## src/rtl/pulse_gen.sv

```systemverilog
// pulse_gen: square / PWM / one-shot waveform generator on the falling clock
// edge, with shadowed configuration applied at frame boundaries.
//
// mode state | meaning
// -----------+-----------------------------------------------------------
// OFF        | generator held idle, all outputs low
// SQUARE     | free-running frames, signal toggles at every frame wrap
// PWM        | free-running frames, signal high while count < a_high
// ONESHOT    | idle until start, then a_high-cycle pulse ended by tick
module pulse_gen #(
    parameter int         WIDTH      = 8,
    parameter logic [1:0] RESET_MODE = 2'd0
) (
    input  logic             clock,
    input  logic             reset,
    input  logic             enable,
    input  logic             load,
    input  logic [1:0]       mode,
    input  logic [WIDTH-1:0] period,
    input  logic [WIDTH-1:0] high_time,
    input  logic             start,
    output logic             signal,
    output logic             tick,
    output logic             busy,
    output logic [WIDTH-1:0] count
);

    localparam logic [1:0] MODE_OFF     = 2'd0;
    localparam logic [1:0] MODE_SQUARE  = 2'd1;
    localparam logic [1:0] MODE_PWM     = 2'd2;
    localparam logic [1:0] MODE_ONESHOT = 2'd3;

    // active configuration
    logic [1:0]       a_mode_q, a_mode_d;
    logic [WIDTH-1:0] a_period_q, a_period_d;
    logic [WIDTH-1:0] a_high_q, a_high_d;

    // shadow configuration awaiting a safe point to take effect
    logic [1:0]       s_mode_q, s_mode_d;
    logic [WIDTH-1:0] s_period_q, s_period_d;
    logic [WIDTH-1:0] s_high_q, s_high_d;
    logic             pending_q, pending_d;

    // registered outputs
    logic             signal_q, signal_d;
    logic             tick_q, tick_d;
    logic             busy_q, busy_d;
    logic [WIDTH-1:0] count_q, count_d;

    // decode helpers
    logic             frame_mode_q;
    logic             os_running;
    logic             wrap;
    logic             idle_cond;
    logic             apply_wrap;
    logic             apply_idle;
    logic [WIDTH-1:0] count_inc;

    // Decide whether this edge is a frame boundary or an idle point where
    // a pending configuration may be swapped in.
    always_comb begin
        frame_mode_q = (a_mode_q == MODE_SQUARE) || (a_mode_q == MODE_PWM);
        os_running   = (a_mode_q == MODE_ONESHOT) && busy_q;
        // busy_q distinguishes a running frame from the first enabled edge
        wrap         = enable && frame_mode_q && busy_q && (count_q >= a_period_q);
        idle_cond    = !enable || (a_mode_q == MODE_OFF) ||
                       ((a_mode_q == MODE_ONESHOT) && !busy_q);
        // a load landing exactly on the boundary takes effect there directly
        apply_wrap   = wrap && (load || pending_q);
        apply_idle   = idle_cond && pending_q;
        count_inc    = count_q + WIDTH'(1);
    end

    // Active and shadow configuration update.
    always_comb begin
        a_mode_d   = a_mode_q;
        a_period_d = a_period_q;
        a_high_d   = a_high_q;
        s_mode_d   = s_mode_q;
        s_period_d = s_period_q;
        s_high_d   = s_high_q;
        pending_d  = pending_q;

        if (apply_wrap) begin
            if (load) begin
                a_mode_d   = mode;
                a_period_d = period;
                a_high_d   = high_time;
                s_mode_d   = mode;
                s_period_d = period;
                s_high_d   = high_time;
            end else begin
                a_mode_d   = s_mode_q;
                a_period_d = s_period_q;
                a_high_d   = s_high_q;
            end
            pending_d = 1'b0;
        end else if (apply_idle) begin
            a_mode_d   = s_mode_q;
            a_period_d = s_period_q;
            a_high_d   = s_high_q;
            // a load on the same edge queues behind the one being applied
            pending_d  = load;
            if (load) begin
                s_mode_d   = mode;
                s_period_d = period;
                s_high_d   = high_time;
            end
        end else if (load) begin
            s_mode_d   = mode;
            s_period_d = period;
            s_high_d   = high_time;
            pending_d  = 1'b1;
        end
    end

    // Waveform, counter, tick and busy, computed with the configuration in
    // force for this edge (a_*_d already reflects any apply).
    always_comb begin
        signal_d = 1'b0;
        tick_d   = 1'b0;
        busy_d   = 1'b0;
        count_d  = '0;

        if (!enable || (a_mode_d == MODE_OFF)) begin
            signal_d = 1'b0;
        end else if ((a_mode_d == MODE_SQUARE) || (a_mode_d == MODE_PWM)) begin
            busy_d = 1'b1;
            if (wrap) begin
                count_d = '0;
                tick_d  = 1'b1;
                if (a_mode_d == MODE_SQUARE) begin
                    // a fresh configuration restarts the square phase low
                    signal_d = apply_wrap ? 1'b0 : !signal_q;
                end else begin
                    signal_d = (a_high_d != '0);
                end
            end else if (!busy_q) begin
                // first enabled edge: frame starts at count 0
                count_d  = '0;
                signal_d = (a_mode_d == MODE_PWM) && (a_high_d != '0);
            end else begin
                count_d = count_inc;
                if (a_mode_d == MODE_SQUARE) begin
                    signal_d = signal_q;
                end else begin
                    signal_d = (count_inc < a_high_d);
                end
            end
        end else begin
            if (os_running) begin
                if (count_inc >= a_high_q) begin
                    tick_d = 1'b1;
                end else begin
                    count_d  = count_inc;
                    signal_d = 1'b1;
                    busy_d   = 1'b1;
                end
            end else if (start) begin
                if (a_high_d == '0) begin
                    // zero-length pulse: report completion only
                    tick_d = 1'b1;
                end else begin
                    signal_d = 1'b1;
                    busy_d   = 1'b1;
                end
            end
        end
    end

    // All state advances on the falling edge; reset overrides everything.
    always_ff @(negedge clock) begin
        if (reset) begin
            a_mode_q   <= RESET_MODE;
            a_period_q <= '0;
            a_high_q   <= '0;
            s_mode_q   <= '0;
            s_period_q <= '0;
            s_high_q   <= '0;
            pending_q  <= 1'b0;
            signal_q   <= 1'b0;
            tick_q     <= 1'b0;
            busy_q     <= 1'b0;
            count_q    <= '0;
        end else begin
            a_mode_q   <= a_mode_d;
            a_period_q <= a_period_d;
            a_high_q   <= a_high_d;
            s_mode_q   <= s_mode_d;
            s_period_q <= s_period_d;
            s_high_q   <= s_high_d;
            pending_q  <= pending_d;
            signal_q   <= signal_d;
            tick_q     <= tick_d;
            busy_q     <= busy_d;
            count_q    <= count_d;
        end
    end

    assign signal = signal_q;
    assign tick   = tick_q;
    assign busy   = busy_q;
    assign count  = count_q;

endmodule

```

## config.mk

```make
export PLATFORM = sky130hd
export DESIGN_NAME = pulse_gen
export DESIGN_NICKNAME = d
export VERILOG_FILES = /design/src/rtl/pulse_gen.sv
export SDC_FILE = /design/constraint.sdc
export NUM_CORES = 1
export LEC_CHECK = 0
export CAP_MARGIN = 20
export CORE_MARGIN = 2
export CORE_UTILIZATION = 60
export CTS_CLUSTER_DIAMETER = 150
export DETAILED_ROUTE_END_ITERATION = 10
export PLACE_DENSITY_LB_ADDON = 0.1
export RECOVER_POWER = 100
export SETUP_SLACK_MARGIN = 0.5
export SYNTH_ARGS = -nofsm -noshare
export SYNTH_HDL_FRONTEND = slang
export SYNTH_SLANG_ARGS = --single-unit
```

## constraint.sdc

```tcl
create_clock -name clock -period 7.8 [get_ports clock]
set_clock_uncertainty 0.2 [all_clocks]
set_input_delay 1.17 -clock clock [delete_from_list [all_inputs] [get_ports clock]]
set_output_delay 1.17 -clock clock [all_outputs]
set_load 0.02 [all_outputs]
```

==> flow_metrics.tcl <==
set metrics [dict create \
    setup.worst_path.start_class "primary input" \
    cts_max_level 2 \
    peakVddDrop_v 0.0001390 \
    synth_xor_area_frac 0.01803 \
    report.final.slew_viol_count 0 \
    outcome "finished, final reports clean" \
    critical-path-slowest-cell "sky130_fd_sc_hd__or3_4" \
    synthArstFlopShare 0 \
    finalWeightedCongestion 0.9832 \
    crit_family "compound AO/OA/AOI/OAI gates" \
    total_cts_buffers 5 \
    combinational_family_with_the_most_area_after_synthesis "simple AND/OR/NAND/NOR gates" \
    floorplan.die.height_um 73.69 \
    max_cap_viols 0 \
    start_util 0.6211 \
    layout.cells.most_common "sky130_fd_sc_hd__inv_1" \
    synthesis.instances 340 \
    cts_sinks 48 \
    rsz0062_at_grt "true" \
    global_route.overflow_total 0 \
    mappedNetlistArea_um2 2914 \
    ys_seq_elements 48 \
    report.final.setup_viol 0 \
    worstRegToRegCells 17 \
    worst_setup_path_end_kind "register" \
    path_clk_slew_ns 0.04 \
    buffer_type_at_the_clock_tree_root "sky130_fd_sc_hd__clkbuf_8" \
    critPathMostFrequentCell "sky130_fd_sc_hd__o211ai_1" \
    die_area_um2 5430 \
    timing_hold_violations_final 0 \
    swShare 0.3456 \
    cts.hold.buffers_added 0 \
    post_route_cells_drive_above_1_share 0.1861 \
    drt_iter0_markers 161 \
    worstReg2RegStart "count[0]" \
    power_density_nw_per_um2 153.9 \
    min_to "s_high_q[7]" \
    final_design_area_no_fill_um2 3985 \
    core.rowCount 25 \
    internal_power_uw 401.5 \
    detail_route.wirelength_um 8200 \
    dpl.cell_count 455 \
    synth_simple_gate_area_share 0.2117 \
    worst_r2r_endpoint "signal" \
    synth_nets 392 \
    synth-edff-count 0 \
    critical_path_required_ns 4.00 \
    wire_length_of_the_first_global_routing_pass_um 13070 \
    post-dp-hpwl_um 5993 \
    placeable_core_region_um2 4692 \
    number_of_global_route_vias_before_repair 2881 \
    ys.warnings.count 0 \
    floorplan.die.width_um 73.69 \
    synth_mux_area_frac 0.07213 \
    floorplan.io_pins 34 \
    drt_via_density 5.771 \
    post_synth.cell_area_avg_um2 8.571 \
    diodes 0 \
    power.static_leakage_uw 0.001928 \
    synth.distinct_cells 59 \
    finalNetCount 514 \
    clock_power_share 0.404 \
    yosys.area_share.adder 0.1245 \
    timing.critical_path.arrival_ns 3.90 \
    count_of_antenna_violating_nets_left_after_detailed_routing 0 \
    detail_route.drc_violations 0 \
    maxSlewHeadroom 0.3714 \
    path_class "primary input to register" \
    numPortBuffers 33 \
    fin_util 0.8493 \
    vias 2978 \
    worst_slew_pin_slew_ns 0.9430 \
    worst-path-buf-inv 1 \
    min_delay_path_depth 2 \
    detailed_place.area_um2 3627 \
    worst_hold_path_type "register to register" \
    filler_cell_count 288 \
    seq_power_share 0.428 \
    grt_max_degree 23 \
    worst-path-max-fanout 4 \
    synth_compound_area_frac 0.1911 \
    switching_power_uw 212.0 \
    timing.critical_path.slowest_cell_delay_ns 0.39 \
    number_of_antenna_violations_at_the_first_check_in_global_routing 0 \
    globalRouteTotalUtil 0.3167 \
    reg2reg_setup_slack_ns 3.59 \
    insertion_delay_ns 0.38 \
    max-clock-path-buffers 2 \
    synth-main-ff-cell "sky130_fd_sc_hd__dfxtp_1" \
    post_drt_wl_per_cell_um 15.89 \
    mostFrequentLayoutCells "sky130_fd_sc_hd__inv_1, sky130_fd_sc_hd__nor2_1, sky130_fd_sc_hd__dfxtp_1" \
    path_cells "buf_8 > nand3_4 > or3_4 > o32ai_4 > or2b_4 > o21ai_2 > mux2i_2 > ha_1 > a21o_1 > a21oi_2 > o22ai_1 > nor3b_2 > nand2_1 > o211ai_1 > o211ai_1 > o21ai_1" \
    p_comb_frac 0.168 \
    first_pass_iters 4 \
    tritoncts "built" \
    synth_sequential_area_ratio 0.3298 \
    worst_hold_startpoint "s_high_q[7]" \
    area_delta_synth_final_pct 36.75 \
    non_filler_instance_count_after_layout 516 \
]
-- repair_timing --
action | CTS | global route
pin swaps | 24 | 12
cloned | 0 | 0
resized for setup | 27 | 6
endpoints found under the setup margin | 11 | 11
buffers inserted | 6 | 1
-- power groups by stage --
stage | registers, uW | clock network [uW] | logic, uW
6_report | 263 | 248 | 103
5_1_grt | 263 | 282 | 112
4_1_cts | 262 | 256 | 103
3_5_place_dp | 266 | 38.2 | 97.3
3_3_place_gp | 266 | 38.2 | 96.1
2_1_floorplan | 264 | 38.2 | 57.3
-- metrics by stage --
stage               total power (uW)  setup slack [ns]  hold WS, ns  setup TNS [ns]
global placement               400.1           -0.8207       0.2696          -5.771
global route                   656.6          -0.01700       0.3270        -0.02270
floorplan                      359.7           -0.1888       0.2541         -0.1888
detailed placement             401.5           -0.8985       0.2832          -5.972
CTS                            621.2            0.1130       0.2936               0
finish                         613.5            0.1072       0.2850               0
-- worst register-to-register path: stages, from the launching register on --
cell	delay, ns
sky130_fd_sc_hd__dfxtp_1	0.48
sky130_fd_sc_hd__inv_1	0.10
sky130_fd_sc_hd__ha_1	0.30
sky130_fd_sc_hd__nand2b_4	0.15
sky130_fd_sc_hd__a2111oi_4	0.53
sky130_fd_sc_hd__o31a_1	0.35
sky130_fd_sc_hd__nor3_2	0.08
sky130_fd_sc_hd__buf_4	0.15
sky130_fd_sc_hd__buf_4	0.15
sky130_fd_sc_hd__o31a_1	0.34
sky130_fd_sc_hd__ha_1	0.35
sky130_fd_sc_hd__a21oi_2	0.15
sky130_fd_sc_hd__o22ai_1	0.10
sky130_fd_sc_hd__nor3b_2	0.19
sky130_fd_sc_hd__nand2_1	0.07
sky130_fd_sc_hd__o211ai_1	0.24
sky130_fd_sc_hd__o211ai_1	0.11
sky130_fd_sc_hd__o21ai_1	0.11
-- how the worst max path moves through the flow --
| stage | startpoint | endpoint | slack (ns) | cells after the start |
|---|---|---|---|---|
| after global routing | enable | signal | -0.02 | 16 |
| after floorplan | enable | signal | -0.19 | 16 |
| after detailed placement | enable | signal | -0.90 | 15 |
| after global placement | enable | signal | -0.82 | 15 |
| after CTS | enable | signal | 0.11 | 17 |
| final | enable | signal | 0.11 | 16 |
-- flip-flops by register name, indices dropped and copies added, names as in the netlist --
register / cells
s_mode_q: 2
a_high_q: 8
tick: 1
signal: 1
s_period_q: 8
busy: 1
a_period_q: 8
a_mode_q: 2
count: 8
pending_q: 1
s_high_q: 8
-- layout make-up --
| cell class | instances | area, um^2 | area share |
|---|---|---|---|
| Multi-Input combinational cell | 253 | 1904 | 0.4779 |
| Sequential cell | 48 | 960.9 | 0.2411 |
| Timing Repair Buffer | 82 | 699.4 | 0.1755 |
| Clock inverter | 50 | 193.9 | 0.04867 |
| Inverter | 24 | 90.09 | 0.02261 |
| Clock buffer | 5 | 68.82 | 0.01727 |
| Tap cell | 54 | 67.56 | 0.01695 |
-- kinds of logic (layout without fill, tap and decap cells) --
family                     count (synthesis)  count (layout)
AOI/OAI and AO/OA                         77              77
xor gates and xnor gates                   6               6
adders and majority gates                 29              29
buffers and inverters                     39             161
DFF                                       48              48
muxes                                     21              21
and+or+nand+nor                          120             120
-- synthesized netlist by cell type, types with 2 or more instances --
library cell / instances / share of area
sky130_fd_sc_hd__nor2b_1: 2 / 0.0043
sky130_fd_sc_hd__or2_2: 2 / 0.0043
sky130_fd_sc_hd__nand2_1: 15 / 0.019
sky130_fd_sc_hd__o21a_1: 3 / 0.0077
sky130_fd_sc_hd__a211oi_1: 9 / 0.023
sky130_fd_sc_hd__o31a_1: 2 / 0.0060
sky130_fd_sc_hd__and3_1: 12 / 0.026
sky130_fd_sc_hd__a21oi_1: 19 / 0.033
sky130_fd_sc_hd__o32ai_1: 2 / 0.0060
sky130_fd_sc_hd__a31oi_1: 2 / 0.0043
sky130_fd_sc_hd__o22ai_1: 3 / 0.0064
sky130_fd_sc_hd__xor2_1: 3 / 0.0090
sky130_fd_sc_hd__nand4_1: 4 / 0.0086
sky130_fd_sc_hd__dfxtp_1: 48 / 0.33
sky130_fd_sc_hd__ha_1: 29 / 0.12
sky130_fd_sc_hd__o21ai_0: 12 / 0.021
sky130_fd_sc_hd__nor2_1: 53 / 0.068
sky130_fd_sc_hd__buf_1: 3 / 0.0039
sky130_fd_sc_hd__a32o_1: 2 / 0.0069
sky130_fd_sc_hd__nand3_1: 8 / 0.014
sky130_fd_sc_hd__inv_1: 24 / 0.031
sky130_fd_sc_hd__nand2b_1: 2 / 0.0043
sky130_fd_sc_hd__a21o_1: 4 / 0.010
sky130_fd_sc_hd__nor3_1: 8 / 0.014
sky130_fd_sc_hd__nor3b_1: 2 / 0.0052
sky130_fd_sc_hd__buf_2: 3 / 0.0052
sky130_fd_sc_hd__o211ai_1: 4 / 0.010
sky130_fd_sc_hd__mux2i_1: 21 / 0.072
sky130_fd_sc_hd__clkbuf_1: 7 / 0.0090
sky130_fd_sc_hd__xnor2_1: 3 / 0.0090
-- routing by layer --
layer,routed length (um),vias to the layer above,track usage
li1,-,1463,-
met1,3835,1419,0.4094
met2,3895,89,0.5020
met3,407,7,0.09328
met4,61,0,0.1091
met5,0,-,0
Power figures use the tool's default switching activity.
